===== config.mk =====
export PLATFORM = sky130hd
export DESIGN_NAME = voice_sequencer_flat
export DESIGN_NICKNAME = d
export VERILOG_FILES = /design/src/rtl/voice_sequencer_if.sv /design/src/rtl/voice_sequencer.sv /design/src/flat_wrapper.sv
export SDC_FILE = /design/constraint.sdc
export NUM_CORES = 1
export LEC_CHECK = 0
export ABC_AREA = 1
export CAP_MARGIN = 30
export CORE_AREA = 5 5 194 196
export CTS_CLUSTER_DIAMETER = 200
export DETAILED_ROUTE_END_ITERATION = 6
export DIE_AREA = 0 0 199 201
export GPL_TIMING_DRIVEN = 0
export PLACE_DENSITY = 0.49
export SETUP_SLACK_MARGIN = 0.2
export SLEW_MARGIN = 40
export SYNTH_ARGS = -nofsm -noshare
export SYNTH_HDL_FRONTEND = slang
export SYNTH_SLANG_ARGS = --single-unit
export TNS_END_PERCENT = 10

===== constraint.sdc =====
create_clock -name clk -period 3.1 [get_ports clk]
set_input_delay 0.93 -clock clk [delete_from_list [all_inputs] [get_ports clk]]
set_output_delay 0.93 -clock clk [all_outputs]
set_load 0.1 [all_outputs]

===== src/rtl/voice_sequencer_if.sv =====
// Bundle between the voice sequencer, the voice register file, the wavetable ROM and soundgen2.
// The master modport is the sequencer's view; the slave modport is everything around it.
interface voice_sequencer_if #(
    parameter int unsigned IDXW = 3
);
    logic            tick48k;
    logic [IDXW-1:0] voice_idx;
    logic            voice_active;
    logic [15:0]     voice_phase_inc;
    logic [17:0]     voice_volume;
    logic [17:0]     voice_velocity;
    logic [8:0]      wt_addr;
    logic [9:0]      wt_data;
    logic [9:0]      wavetable_r;
    logic            wavetable_r_valid;
    logic [9:0]      wavetable_l;
    logic            wavetable_l_valid;
    logic [17:0]     volume_adsr;
    logic [17:0]     velocity;
    logic            sg_tick;
    logic            busy;
    logic            overrun;
    logic            overrun_clr;

    modport master (
        input  tick48k, voice_active, voice_phase_inc, voice_volume, voice_velocity,
               wt_data, overrun_clr,
        output voice_idx, wt_addr, wavetable_r, wavetable_r_valid, wavetable_l,
               wavetable_l_valid, volume_adsr, velocity, sg_tick, busy, overrun
    );

    modport slave (
        output tick48k, voice_active, voice_phase_inc, voice_volume, voice_velocity,
               wt_data, overrun_clr,
        input  voice_idx, wt_addr, wavetable_r, wavetable_r_valid, wavetable_l,
               wavetable_l_valid, volume_adsr, velocity, sg_tick, busy, overrun
    );
endinterface


===== src/rtl/voice_sequencer.sv =====
// Per-frame scheduler: on each tick48k, walks the voices, fetches right/left wavetable
// samples for active voices, strobes them to soundgen2 and advances the phase accumulators.
module voice_sequencer #(
    parameter int unsigned NVOICE = 8,
    parameter int unsigned IDXW   = 3
) (
    input  logic               clk,
    input  logic               rst,
    voice_sequencer_if.master  bus
);
    localparam int unsigned PHW = 16;
    localparam int unsigned SW  = 10;
    localparam int unsigned VW  = 18;
    localparam int unsigned AW  = 9;
    localparam logic [SW-1:0] MIDSCALE = SW'(128);

    typedef enum logic [2:0] {
        IDLE, FETCH, RD_R, RD_L, EMIT_R, EMIT_L, DONE
    } state_t;

    state_t            state;
    state_t            state_next;
    logic [IDXW-1:0]   vcnt;
    logic [PHW-1:0]    phase [NVOICE];
    logic [PHW-1:0]    inc_q;
    logic              last_voice;
    logic              in_voice_next;
    logic [AW-1:0]     wt_addr_next;
    logic [PHW-1:0]    phase_cur;

    assign last_voice    = (vcnt == IDXW'(NVOICE - 1));
    assign phase_cur     = phase[vcnt];
    assign bus.voice_idx = vcnt;

    // Next state plus next values of the registered outputs that depend on it
    always_comb begin
        state_next    = state;
        in_voice_next = 1'b0;
        wt_addr_next  = '0;
        case (state)
            IDLE:    if (bus.tick48k) state_next = FETCH;
            FETCH: begin
                if (bus.voice_active) state_next = RD_R;
                else if (last_voice)  state_next = DONE;
                else                  state_next = FETCH;
            end
            RD_R:    state_next = RD_L;
            RD_L:    state_next = EMIT_R;
            EMIT_R:  state_next = EMIT_L;
            EMIT_L:  state_next = last_voice ? DONE : FETCH;
            DONE:    state_next = IDLE;
            default: state_next = IDLE;
        endcase
        in_voice_next = (state_next == RD_R) || (state_next == RD_L) ||
                        (state_next == EMIT_R) || (state_next == EMIT_L);
        if (state_next == RD_R)      wt_addr_next = {1'b0, phase_cur[PHW-1 -: 8]};
        else if (state_next == RD_L) wt_addr_next = {1'b1, phase_cur[PHW-1 -: 8]};
    end

    always_ff @(posedge clk or negedge rst) begin
        if (!rst) begin
            state                 <= IDLE;
            vcnt                  <= '0;
            inc_q                 <= '0;
            for (int unsigned i = 0; i < NVOICE; i++) phase[i] <= '0;
            bus.wt_addr           <= '0;
            bus.wavetable_r       <= MIDSCALE;
            bus.wavetable_l       <= MIDSCALE;
            bus.wavetable_r_valid <= 1'b0;
            bus.wavetable_l_valid <= 1'b0;
            bus.volume_adsr       <= '0;
            bus.velocity          <= '0;
            bus.sg_tick           <= 1'b0;
            bus.busy              <= 1'b0;
            bus.overrun           <= 1'b0;
        end else begin
            state <= state_next;

            if (state == IDLE)            vcnt <= '0;
            else if (state_next == FETCH) vcnt <= vcnt + IDXW'(1);

            // A silent voice restarts at phase 0 on its next note-on
            if (state == FETCH) begin
                if (bus.voice_active) inc_q <= bus.voice_phase_inc;
                else                  phase[vcnt] <= '0;
            end
            if (state == EMIT_L) phase[vcnt] <= phase_cur + inc_q;

            bus.wt_addr <= wt_addr_next;

            // ROM data for the address presented last cycle arrives now
            bus.wavetable_r_valid <= (state == RD_L);
            if (state == RD_L) bus.wavetable_r <= bus.wt_data;
            bus.wavetable_l_valid <= (state == EMIT_R);
            if (state == EMIT_R) bus.wavetable_l <= bus.wt_data;

            if (in_voice_next) begin
                if (state == FETCH) begin
                    bus.volume_adsr <= VW'(bus.voice_volume);
                    bus.velocity    <= VW'(bus.voice_velocity);
                end
            end else begin
                bus.volume_adsr <= '0;
                bus.velocity    <= '0;
            end

            bus.sg_tick <= (state_next == DONE);
            bus.busy    <= (state_next != IDLE);

            // A tick landing in any busy state is dropped and flagged; set beats clear
            if (bus.tick48k && (state != IDLE)) bus.overrun <= 1'b1;
            else if (bus.overrun_clr)           bus.overrun <= 1'b0;
        end
    end
endmodule


===== src/flat_wrapper.sv =====
// flat-port wrapper written by rule: the top's interface ports become plain ports
module voice_sequencer_flat 
#(
    parameter int unsigned NVOICE = 8,
    parameter int unsigned IDXW   = 3
)
  (clk, rst, bus_tick48k, bus_voice_active, bus_voice_phase_inc, bus_voice_volume, bus_voice_velocity, bus_wt_data, bus_overrun_clr, bus_voice_idx, bus_wt_addr, bus_wavetable_r, bus_wavetable_r_valid, bus_wavetable_l, bus_wavetable_l_valid, bus_volume_adsr, bus_velocity, bus_sg_tick, bus_busy, bus_overrun);
  voice_sequencer_if #(.IDXW(IDXW)) bus_i ();
  input  logic clk;
  input  logic rst;
  input wire logic [$bits(bus_i.tick48k)-1:0] bus_tick48k;
  input wire logic [$bits(bus_i.voice_active)-1:0] bus_voice_active;
  input wire logic [$bits(bus_i.voice_phase_inc)-1:0] bus_voice_phase_inc;
  input wire logic [$bits(bus_i.voice_volume)-1:0] bus_voice_volume;
  input wire logic [$bits(bus_i.voice_velocity)-1:0] bus_voice_velocity;
  input wire logic [$bits(bus_i.wt_data)-1:0] bus_wt_data;
  input wire logic [$bits(bus_i.overrun_clr)-1:0] bus_overrun_clr;
  output wire logic [$bits(bus_i.voice_idx)-1:0] bus_voice_idx;
  output wire logic [$bits(bus_i.wt_addr)-1:0] bus_wt_addr;
  output wire logic [$bits(bus_i.wavetable_r)-1:0] bus_wavetable_r;
  output wire logic [$bits(bus_i.wavetable_r_valid)-1:0] bus_wavetable_r_valid;
  output wire logic [$bits(bus_i.wavetable_l)-1:0] bus_wavetable_l;
  output wire logic [$bits(bus_i.wavetable_l_valid)-1:0] bus_wavetable_l_valid;
  output wire logic [$bits(bus_i.volume_adsr)-1:0] bus_volume_adsr;
  output wire logic [$bits(bus_i.velocity)-1:0] bus_velocity;
  output wire logic [$bits(bus_i.sg_tick)-1:0] bus_sg_tick;
  output wire logic [$bits(bus_i.busy)-1:0] bus_busy;
  output wire logic [$bits(bus_i.overrun)-1:0] bus_overrun;
  assign bus_i.tick48k = bus_tick48k;
  assign bus_i.voice_active = bus_voice_active;
  assign bus_i.voice_phase_inc = bus_voice_phase_inc;
  assign bus_i.voice_volume = bus_voice_volume;
  assign bus_i.voice_velocity = bus_voice_velocity;
  assign bus_i.wt_data = bus_wt_data;
  assign bus_i.overrun_clr = bus_overrun_clr;
  assign bus_voice_idx = bus_i.voice_idx;
  assign bus_wt_addr = bus_i.wt_addr;
  assign bus_wavetable_r = bus_i.wavetable_r;
  assign bus_wavetable_r_valid = bus_i.wavetable_r_valid;
  assign bus_wavetable_l = bus_i.wavetable_l;
  assign bus_wavetable_l_valid = bus_i.wavetable_l_valid;
  assign bus_volume_adsr = bus_i.volume_adsr;
  assign bus_velocity = bus_i.velocity;
  assign bus_sg_tick = bus_i.sg_tick;
  assign bus_busy = bus_i.busy;
  assign bus_overrun = bus_i.overrun;
  voice_sequencer #(.NVOICE(NVOICE), .IDXW(IDXW)) u_core (.clk(clk), .rst(rst), .bus(bus_i));
endmodule

==> flow_summary.toml, run 1 <==
[route]
drt_wl_total_um = 35400
wire_per_inst_um = 17.4
first_pass_iters = 5
final_antenna_net_count = 0
num_vias = 9715
vias_per_cell = 4.77
first_iter_violations = 731
route.detailed.drc = 0

[setup_path]
start_kind = "flop"
cp_max_fo = 8
critPathKind = "reg2reg"
cp-end-kind = "flop"
cp.required_ns = 3.51
cp.arrival_ns = 3.43

[synth]
ys_seq_area_share_pct = 52.0
yosysTopAreaCell = "dfrtp_1"
syn_area_sq_mm = 0.0106
async_flop_share_pct = 100
synth_edf_count = 0
syn-num-nets = 1394
synth_top_area_share_pct = 51.5
synth.area.top_cells = "dfrtp_1 51%, nand2_1 16%, nand3_1 10%"
ys_warn_count = 0
synth.most_common_cell = "nand2_1"
synth_cells = 1308
yosys_most_used_dff = "dfrtp_1"
synth_cell_types = 40
synth_commonest_cells = "439 x nand2_1, 218 x dfrtp_1, 213 x nand3_1"
syn_area_per_cell_sq_um = 8.10
synth_seq_cells = 220

[floorplanning]
initial_core_util_pct = 29.5
die_x_um = 199
rows = 70
die_h_um = 201
ios = 140
die_area_sq_mm = 0.0400
core_sq_mm = 0.0359

[placement]
post-place-ws_ns = -0.743
dp_cells = 1918
io_buffers = 139
hpwl_um = 25000
gp_congestion = 0.809

[timing]
clock.fmax_mhz = 331
rsz0062_at_grt = "true"
slew_headroom_pct = 56.2
period_needed_ns = 3.02
hold_slack_ns = 0.329
worst_pin_slew_ns = 0.657
report.final.slew_viol_count = 0
finalHoldViolCount = 0
post-route-period-util_pct = 97.6
fin_ws_ns = 0.0758
finClkSkew_ns = 0.0116
setup_viol = 0

[cts]
cts.sinks = 220
h-tree-depth = 1
worstSkewPairLatency_ns = 0.54
cts_made_buffers = 27
clk_pin_slew_ns = 0.06
cts_buffer_depth = 3
cts_tree = "done"
clockRootBuffer = "clkbuf_16"

[global_routing]
gr-total-overflow = 0
grt_pass1_vias = 9633
grt_usage_pct = 17.5
grt_pass1_wl_um = 56000
grt_max_degree = 61
antenna_found_initial = 0

[final_layout]
areaGrowthSynthToFinish_pct = 40.1
diodes = 0
fin_cells = 2035
multiInputGateArea_sq_mm = 0.00519
fill_cells = 3640
drive_gt1_share_pct = 27.0
seq_area_sq_mm = 0.00552
num-nets-final = 1633

[min_path]
hp-class = "in2async"

[status]
outcome = "finished, final reports clean"

[job]
cap_violations = 0
[final timing paths]
| path | from | end | slack, ns | cells past startpoint |
|---|---|---|---|---|
| max | u_core.bus.voice_idx[1]$_DFFE_PN0P_ | u_core.phase[87]$_DFF_PN0_ | 0.08 | 17 |
| min | rst | u_core.bus.wavetable_l_valid$_DFF_PN0_ | 0.33 | 1 |
| max reg2reg | u_core.bus.voice_idx[1]$_DFFE_PN0P_ | u_core.phase[87]$_DFF_PN0_ | 0.08 | 17 |
| min reg2reg | u_core.bus.wavetable_r[5]$_DFFE_PN0P_ | u_core.bus.wavetable_r[5]$_DFFE_PN0P_ | 0.47 | 2 |
| max in group asynchronous | rst | u_core.phase[119]$_DFF_PN0_ | 1.78 | 3 |
| min in group clk | u_core.bus.wavetable_r[5]$_DFFE_PN0P_ | u_core.bus.wavetable_r[5]$_DFFE_PN0P_ | 0.47 | 2 |
[per-layer routing]
layer  track usage [%]  up-vias  wire, um
met3              2.18       41      1500
met4              3.49        0       719
met2              29.2      195     17400
met1              24.4     4755     15700
met5                 0        -         0
li1                  -     4724         -
[registers in the layout, indices dropped and copies added, names as in the netlist, 9 cells and up]
name	flops
u_core.inc_q	16
u_core.bus.wt_addr	9
u_core.bus.velocity	18
u_core.phase	128
u_core.bus.wavetable_r	10
u_core.bus.wavetable_l	10
u_core.bus.volume_adsr	18
[worst max-delay path, cell delays in order, from the launching register on]
cell and delay, ns:
dfrtp_4 0.48, buf_12 0.16, buf_6 0.13, nand3_4 0.09, inv_6 0.06, buf_8 0.14, nand2_4 0.06, nand2_2 0.05
a221oi_2 0.20, nand4_1 0.21, ha_4 0.32, nand2_2 0.06, nand2_2 0.06, a21oi_2 0.17, nand2_4 0.10, buf_4 0.16
xnor2_4 0.31, o21ai_0 0.12
[layout make-up]
| type | count | share of cell area [%] |
|---|---|---|
| sequential | 220 | 37.2 |
| multi-input combinational | 915 | 34.9 |
| timing repair buffer | 210 | 11.6 |
| clock buffer | 42 | 5.47 |
| tap | 468 | 3.94 |
| inverter | 121 | 3.47 |
| buffer | 52 | 2.69 |
| clock inverter | 7 | 0.767 |
[logic make-up after synthesis]
logic type               after synthesis  share of synthesized area, %
AO/OA/AOI/OAI                        132                          7.10
AND/OR/NAND/NOR                      757                          30.9
XOR/XNOR                               7                         0.649
adder cells (fa/ha/maj)               19                          2.31
flip-flops                           220                          52.0
buffers and inverters                173                          7.01
[metrics by stage]
| stage | area, sq um | setup TNS, ns | utilization [%] |
|---|---|---|---|
| 2_1_floorplan | 10700 | 0 | - |
| 3_3_place_gp | 12600 | -2018.94 | 35.2 |
| 3_5_place_dp | 12400 | -48.28 | 34.5 |
| 4_1_cts | 14500 | 0 | 40.3 |
| 5_1_grt | 14800 | -0.0328 | 41.3 |
| 6_report | 14800 | 0 | 41.3 |
[placed cells by master (no fill, tap or decap), types with 4 or more instances in the layout]
master,synthesis,final
nand3_1,213,179
buf_12,0,8
clkbuf_16,0,27
nand3_4,0,8
nand4_1,18,18
nor2_2,18,29
inv_1,114,98
a22oi_1,10,7
o21ai_0,82,74
buf_16,0,4
nand3_2,1,27
a21oi_2,0,8
nand2_2,0,33
buf_8,1,5
clkbuf_1,9,16
inv_4,2,5
inv_2,5,12
buf_4,3,57
buf_2,35,99
inv_6,0,5
dfrtp_1,218,215
a21oi_1,15,4
ha_4,0,12
buf_6,3,14
nand2_4,2,15
nand2_1,439,391
xnor2_4,0,4
nor2_1,52,41
o21ai_1,8,16
ha_1,18,4
clkdlybuf4s50_1,0,65
clkbuf_8,0,8
a22o_1,4,4
[repair_timing]
item	4_1_cts	5_1_grt
setup buffers	54	13
endpoints found under the setup margin	112	112
pin swaps	51	48
hold buffers	0	0
resized for setup	159	74
endpoints found under the hold margin	0	0
cloned	1	0
Power of run 1 is left out: the tool's default activity adds up to more than one toggle a clock period on the data nets, which glitch-free logic cannot reach.
==> run 2: changes to the inputs <==
--- a/config.mk
+++ b/config.mk
@@ -5,14 +5,13 @@
 export SDC_FILE = /design/constraint.sdc
 export NUM_CORES = 1
 export LEC_CHECK = 0
-export ABC_AREA = 1
 export CAP_MARGIN = 30
-export CORE_AREA = 5 5 194 196
+export CORE_AREA = 5 5 190 192
 export CTS_CLUSTER_DIAMETER = 200
 export DETAILED_ROUTE_END_ITERATION = 6
-export DIE_AREA = 0 0 199 201
+export DIE_AREA = 0 0 195 197
 export GPL_TIMING_DRIVEN = 0
-export PLACE_DENSITY = 0.49
+export PLACE_DENSITY = 0.47
 export SETUP_SLACK_MARGIN = 0.2
 export SLEW_MARGIN = 40
 export SYNTH_ARGS = -nofsm -noshare
==> constraint.sdc (replaced) <==
create_clock -name clk -period 3.2 [get_ports clk]
set_input_delay 0.96 -clock clk [delete_from_list [all_inputs] [get_ports clk]]
set_output_delay 0.96 -clock clk [all_outputs]
set_load 0.1 [all_outputs]
==> run 2 against run 1 <==
Net effect:
- the run now ends with setup timing left
- register-to-register slack worse by 0.41 ns
- first-iteration DRC count is 18% lower
- die area is 4.0% lower
- largest cell class unchanged
==> flow_summary.toml, run 2 <==
[status]
outcome = "complete, but fails checks"
violations = "setup timing"

[route]
route.detailed.drc = 0
drt_wl_total_um = 33100
final_antenna_net_count = 0
num_vias = 7802
vias_per_cell = 5.11
first_iter_violations = 596
wire_per_inst_um = 21.7
first_pass_iters = 4

[setup_path]
cp_max_fo = 9
cp_cell_sequence = "buf_12 -> buf_4 -> clkinv_2 -> nor2_1 -> a22oi_1 -> o22ai_4 -> ha_4 -> and2_4 -> a211o_1 -> o21bai_4 -> mux2_4 -> a21o_4 -> a221o_1"
cp.arrival_ns = 3.96
critPathKind = "reg2reg"
slowest_stage = "dfrtp_4"
cp-end-kind = "flop"
cp.required_ns = 3.63
start_kind = "flop"
critPathMaxStageDelay_ns = 0.43

[cts]
clk_pin_slew_ns = 0.07
cts_tree = "done"
clockRootBuffer = "clkbuf_16"
cts_made_buffers = 28
h-tree-depth = 1
worstSkewPairLatency_ns = 0.55
hold_buffers = 0
cts_buffer_depth = 3
cts.sinks = 220

[timing]
clock.fmax_mhz = 283
slew_headroom_pct = 42.3
setup_viol = 80
post-route-period-util_pct = 111
period_needed_ns = 3.54
rsz0062_at_grt = "true"
finClkSkew_ns = 0.0186
finalHoldViolCount = 0
report.final.slew_viol_count = 0
fin_ws_ns = -0.339
worst_pin_slew_ns = 0.866

[floorplanning]
die_x_um = 195
die_h_um = 197
ios = 140
die_area_sq_mm = 0.0384
core_sq_mm = 0.0342
initial_core_util_pct = 29.4
rows = 68

[final_layout]
num-nets-final = 1137
diodes = 0
largest_register = "u_core.phase"
areaGrowthSynthToFinish_pct = 35.4
fin_cells = 1528
final_cell_mix = "215 x dfrtp_1, 137 x nand2_1, 112 x a22o_1"
final_area_sq_mm = 0.0136
drive_gt1_share_pct = 30.3
reg_top3 = "u_core.phase (128), u_core.bus.velocity (18), u_core.bus.volume_adsr (18)"
final_common_cell = "dfrtp_1"
largest_register_ffs = 128

[placement]
dp_cells = 1444
post-place-ws_ns = -0.827
hpwl_um = 22500
io_buffers = 139
place_area_sq_mm = 0.0119
gp_congestion = 0.822

[synth]
synth.most_common_cell = "dfrtp_1"
syn_area_sq_mm = 0.0100
synth_commonest_cells = "218 x dfrtp_1, 138 x nand2_1, 112 x a22o_1"
syn-num-nets = 933
synth_cells = 847
synth.area.top_cells = "dfrtp_1 54%, a22o_1 9.8%, nand2_1 5.2%"
synth_seq_cells = 220
async_flop_share_pct = 100
yosys_most_used_dff = "dfrtp_1"
yosysTopAreaCell = "dfrtp_1"
syn_area_per_cell_sq_um = 11.9
synth_cell_types = 60
ys_warn_count = 0
synth_edf_count = 0
synth_top_area_share_pct = 54.3
ys_seq_area_share_pct = 54.8

[global_routing]
grt_usage_pct = 16.9
gr-total-overflow = 0
grt_pass1_vias = 8052
grt_pass1_wl_um = 51100
antenna_found_initial = 0
grt_max_degree = 67

[min_path]
hp-class = "in2async"

[job]
cap_violations = 0
-- run 2: cell count changes after synthesis, sizes merged, moves of 12 or more --
| cell | change |
|---|---|
| clkbuf | +12 |
| inv | -108 |
| buf | -14 |
| nor2b | +14 |
| nor3 | +12 |
| nand4 | -15 |
| mux4 | +22 |
| a21oi | +37 |
| a22o | +108 |
| nand3 | -207 |
| nor2 | -45 |
| o21ai | -78 |
| mux2 | +42 |
| nand2 | -303 |
-- run 2: cell type report --
type / count / area (sq um)
tap: 455 / 569
multi-input combinational: 564 / 4760
fill: 3312 / 20600
sequential: 220 / 5520
clock buffer: 39 / 823
buffer: 50 / 397
timing repair buffer: 174 / 1380
clock inverter: 13 / 103
inverter: 13 / 50.0
-- run 2: through the flow --
stage	hold WS (ns)	utilization [%]	setup TNS, ns
2_1_floorplan	0.432	-	-6.87
3_3_place_gp	0.453	35.6	-2004.91
3_5_place_dp	0.453	34.8	-52.60
4_1_cts	0.256	39.1	-17.68
5_1_grt	0.275	39.8	-24.00
6_report	0.264	39.8	-15.38
-- run 2: what timing repair did --
action / 4_1_cts / 5_1_grt
setup buffers: 30 / 2
endpoints found under the setup margin: 112 / 103
resized for setup: 62 / 31
pin swaps: 23 / 19
-- run 2: path summary, 6_finish.rpt --
kind / from / endpoint / slack (ns) / cells past startpoint
hold reg to reg: u_core.bus.wavetable_r[7]$_DFFE_PN1P_ / u_core.bus.wavetable_r[7]$_DFFE_PN1P_ / 0.46 / 2
setup / recovery: u_core.bus.voice_idx[1]$_DFFE_PN0P_ / u_core.phase[125]$_DFF_PN0_ / -0.34 / 13
min in group clk: u_core.bus.wavetable_r[7]$_DFFE_PN1P_ / u_core.bus.wavetable_r[7]$_DFFE_PN1P_ / 0.46 / 2
hold / removal: rst / u_core.phase[24]$_DFF_PN0_ / 0.26 / 1
max in group asynchronous: rst / u_core.bus.wavetable_l[7]$_DFFE_PN1P_ / 1.90 / 3
setup reg to reg: u_core.bus.voice_idx[1]$_DFFE_PN0P_ / u_core.phase[125]$_DFF_PN0_ / -0.34 / 13
-- run 2: cells by family after synthesis --
logic type | share of synthesized area, %
AND/OR/NAND/NOR | 10.1
AO/OA/AOI/OAI | 18.3
flip-flops | 54.8
multiplexers | 10.3
XOR/XNOR | 1.35
buffers and inverters | 2.70
adder cells (fa/ha/maj) | 2.44
-- run 2: per-layer routing --
layer	vias to the layer above	part of all wire [%]	GRT usage (%)
met5	-	0	0
met4	0	2.0	3.96
met3	54	6.7	4.09
met2	246	46	25.6
met1	3961	45	24.5
li1	3541	-	-
-- run 2: worst max-delay path, delay by kind of cell, from the launching register on --
| kind | cells | cell delay, ns |
|---|---|---|
| fa+ha+maj | 1 | 0.26 |
| mux | 1 | 0.32 |
| simple gates | 2 | 0.49 |
| flops | 1 | 0.43 |
| buf+inv | 3 | 0.50 |
| compound gates | 6 | 1.40 |
Power of run 2 is left out for the same reason.
==> run 3: changes to the inputs <==
==> constraint.sdc (replaced) <==
create_clock -name clk -period 3.3 [get_ports clk]
set_input_delay 0.99 -clock clk [delete_from_list [all_inputs] [get_ports clk]]
set_output_delay 0.99 -clock clk [all_outputs]
set_load 0.1 [all_outputs]
==> run 3 against run 2 <==
Net effect:
- the run still ends with setup timing left
- design area about the same
- register-to-register slack improved by 0.11 ns
- count of clock-buffer cells in the layout unchanged
- sequential cell count unchanged
- first-iteration DRC count shrank 3.4%
- clock skew hardly changed
- final cell count rose by 0.20%
- critical endpoint unchanged
- sequential share of layout area hardly changed
- core utilization hardly changed
- critical path type unchanged
- non-clock buffer count grew 3
==> flow_summary.toml, run 3 (synthesis results as in run 2) <==
[status]
outcome = "complete, but fails checks"
violations = "setup timing"

[setup_path]
critPathKind = "reg2reg"
critPathTopFamily = "compound AO/OA/AOI/OAI gates"
cp-end-kind = "flop"
cp_max_fo = 8
start_kind = "flop"
cp.arrival_ns = 3.96
slowest_stage = "dfrtp_4"
cp_cell_sequence = "buf_8 -> buf_12 -> buf_12 -> mux2_4 -> a221oi_4 -> o22ai_4 -> ha_4 -> and2_4 -> a211o_1 -> o21bai_4 -> mux2_4 -> a21o_4 -> a221o_1"
critPathBufInv = 3
critPathMaxStageDelay_ns = 0.49
cp.required_ns = 3.72

[cts]
cts_tree = "done"
worstSkewPairLatency_ns = 0.55
cts_buffer_depth = 3
hold_buffers = 0
cts.sinks = 220
cts_made_buffers = 28
clk_pin_slew_ns = 0.07
clockRootBuffer = "clkbuf_16"
h-tree-depth = 1

[final_layout]
drive_gt1_share_pct = 30.6
fill_cells = 3313
num-nets-final = 1140
diodes = 0
final_area_sq_mm = 0.0136
areaGrowthSynthToFinish_pct = 35.5
largest_register = "u_core.phase"
largest_register_ffs = 128
final_cell_mix = "215 x dfrtp_1, 137 x nand2_1, 112 x a22o_1"
utilization_pct = 39.8
final_common_cell = "dfrtp_1"
reg_top3 = "u_core.phase (128), u_core.bus.velocity (18), u_core.bus.volume_adsr (18)"

[timing]
period_needed_ns = 3.53
worst_pin_slew_ns = 0.840
report.final.slew_viol_count = 0
clock.fmax_mhz = 283
post-route-period-util_pct = 107
finClkSkew_ns = 0.0188
hold_slack_ns = 0.299
slew_headroom_pct = 44.0
setup_viol = 72
finalHoldViolCount = 0
rsz0062_at_grt = "true"
fin_ws_ns = -0.231

[global_routing]
grt_pass1_wl_um = 51000
antenna_found_initial = 0
grt_usage_pct = 16.8
grt_max_degree = 67
grt_pass1_vias = 8055
gr-total-overflow = 0

[job]
cap_violations = 0

[floorplanning]
rows = 68
initial_core_util_pct = 29.4
die_x_um = 195
die_area_sq_mm = 0.0384
ios = 140
core_sq_mm = 0.0342
die_h_um = 197

[placement]
gp_congestion = 0.822
io_buffers = 139
place_area_sq_mm = 0.0119
post-place-ws_ns = -0.727
hpwl_um = 22500

[route]
route.detailed.drc = 0
final_antenna_net_count = 0
wire_per_inst_um = 21.6
drt_wl_total_um = 33100
first_pass_iters = 5
first_iter_violations = 576
num_vias = 7841
vias_per_cell = 5.12

[min_path]
hp-class = "in2async"
run 3: worst paths after layout:
kind                       cells past startpoint                                   from  slack [ns]                                    end
min                                            1                                    rst        0.30            u_core.phase[108]$_DFF_PN0_
max                                           13    u_core.bus.voice_idx[2]$_DFFE_PN0P_       -0.23            u_core.phase[125]$_DFF_PN0_
min in group clk                               2  u_core.bus.wavetable_r[7]$_DFFE_PN1P_        0.46  u_core.bus.wavetable_r[7]$_DFFE_PN1P_
max reg2reg                                   13    u_core.bus.voice_idx[2]$_DFFE_PN0P_       -0.23            u_core.phase[125]$_DFF_PN0_
max in group asynchronous                      3                                    rst        1.96  u_core.bus.wavetable_l[7]$_DFFE_PN1P_
min reg2reg                                    2  u_core.bus.wavetable_r[7]$_DFFE_PN1P_        0.46  u_core.bus.wavetable_r[7]$_DFFE_PN1P_
run 3: layer usage:
| layer | global-route usage (%) | wire [um] |
|---|---|---|
| met1 | 24.5 | 14900 |
| met2 | 25.5 | 15100 |
| met3 | 4.19 | 2400 |
| met4 | 3.90 | 676 |
| met5 | 0 | 0 |
run 3: layout make-up:
| cell class | instances | area [sq um] | area share, % |
|---|---|---|---|
| Clock inverter | 13 | 103 | 0.754 |
| Tap cell | 455 | 569 | 4.18 |
| Clock buffer | 39 | 823 | 6.05 |
| Multi-Input combinational cell | 564 | 4750 | 34.9 |
| Inverter | 13 | 50.0 | 0.368 |
| Sequential cell | 220 | 5520 | 40.5 |
| Buffer | 50 | 397 | 2.91 |
| Timing Repair Buffer | 177 | 1410 | 10.3 |
run 3: through the flow:
stage | setup TNS (ns) | instances
6_report | -8.47 | 1531
3_3_place_gp | -1979.30 | 1441
4_1_cts | -9.73 | 1526
5_1_grt | -15.92 | 1531
2_1_floorplan | -2.11 | 847
3_5_place_dp | -42.76 | 1444
run 3: timing repair:
item                                    4_1_cts  5_1_grt
gates resized for setup                      64       28
buffers inserted                             30        5
pin swaps                                    27       24
endpoints found under the setup margin      112       96
Power of run 3 is left out for the same reason.
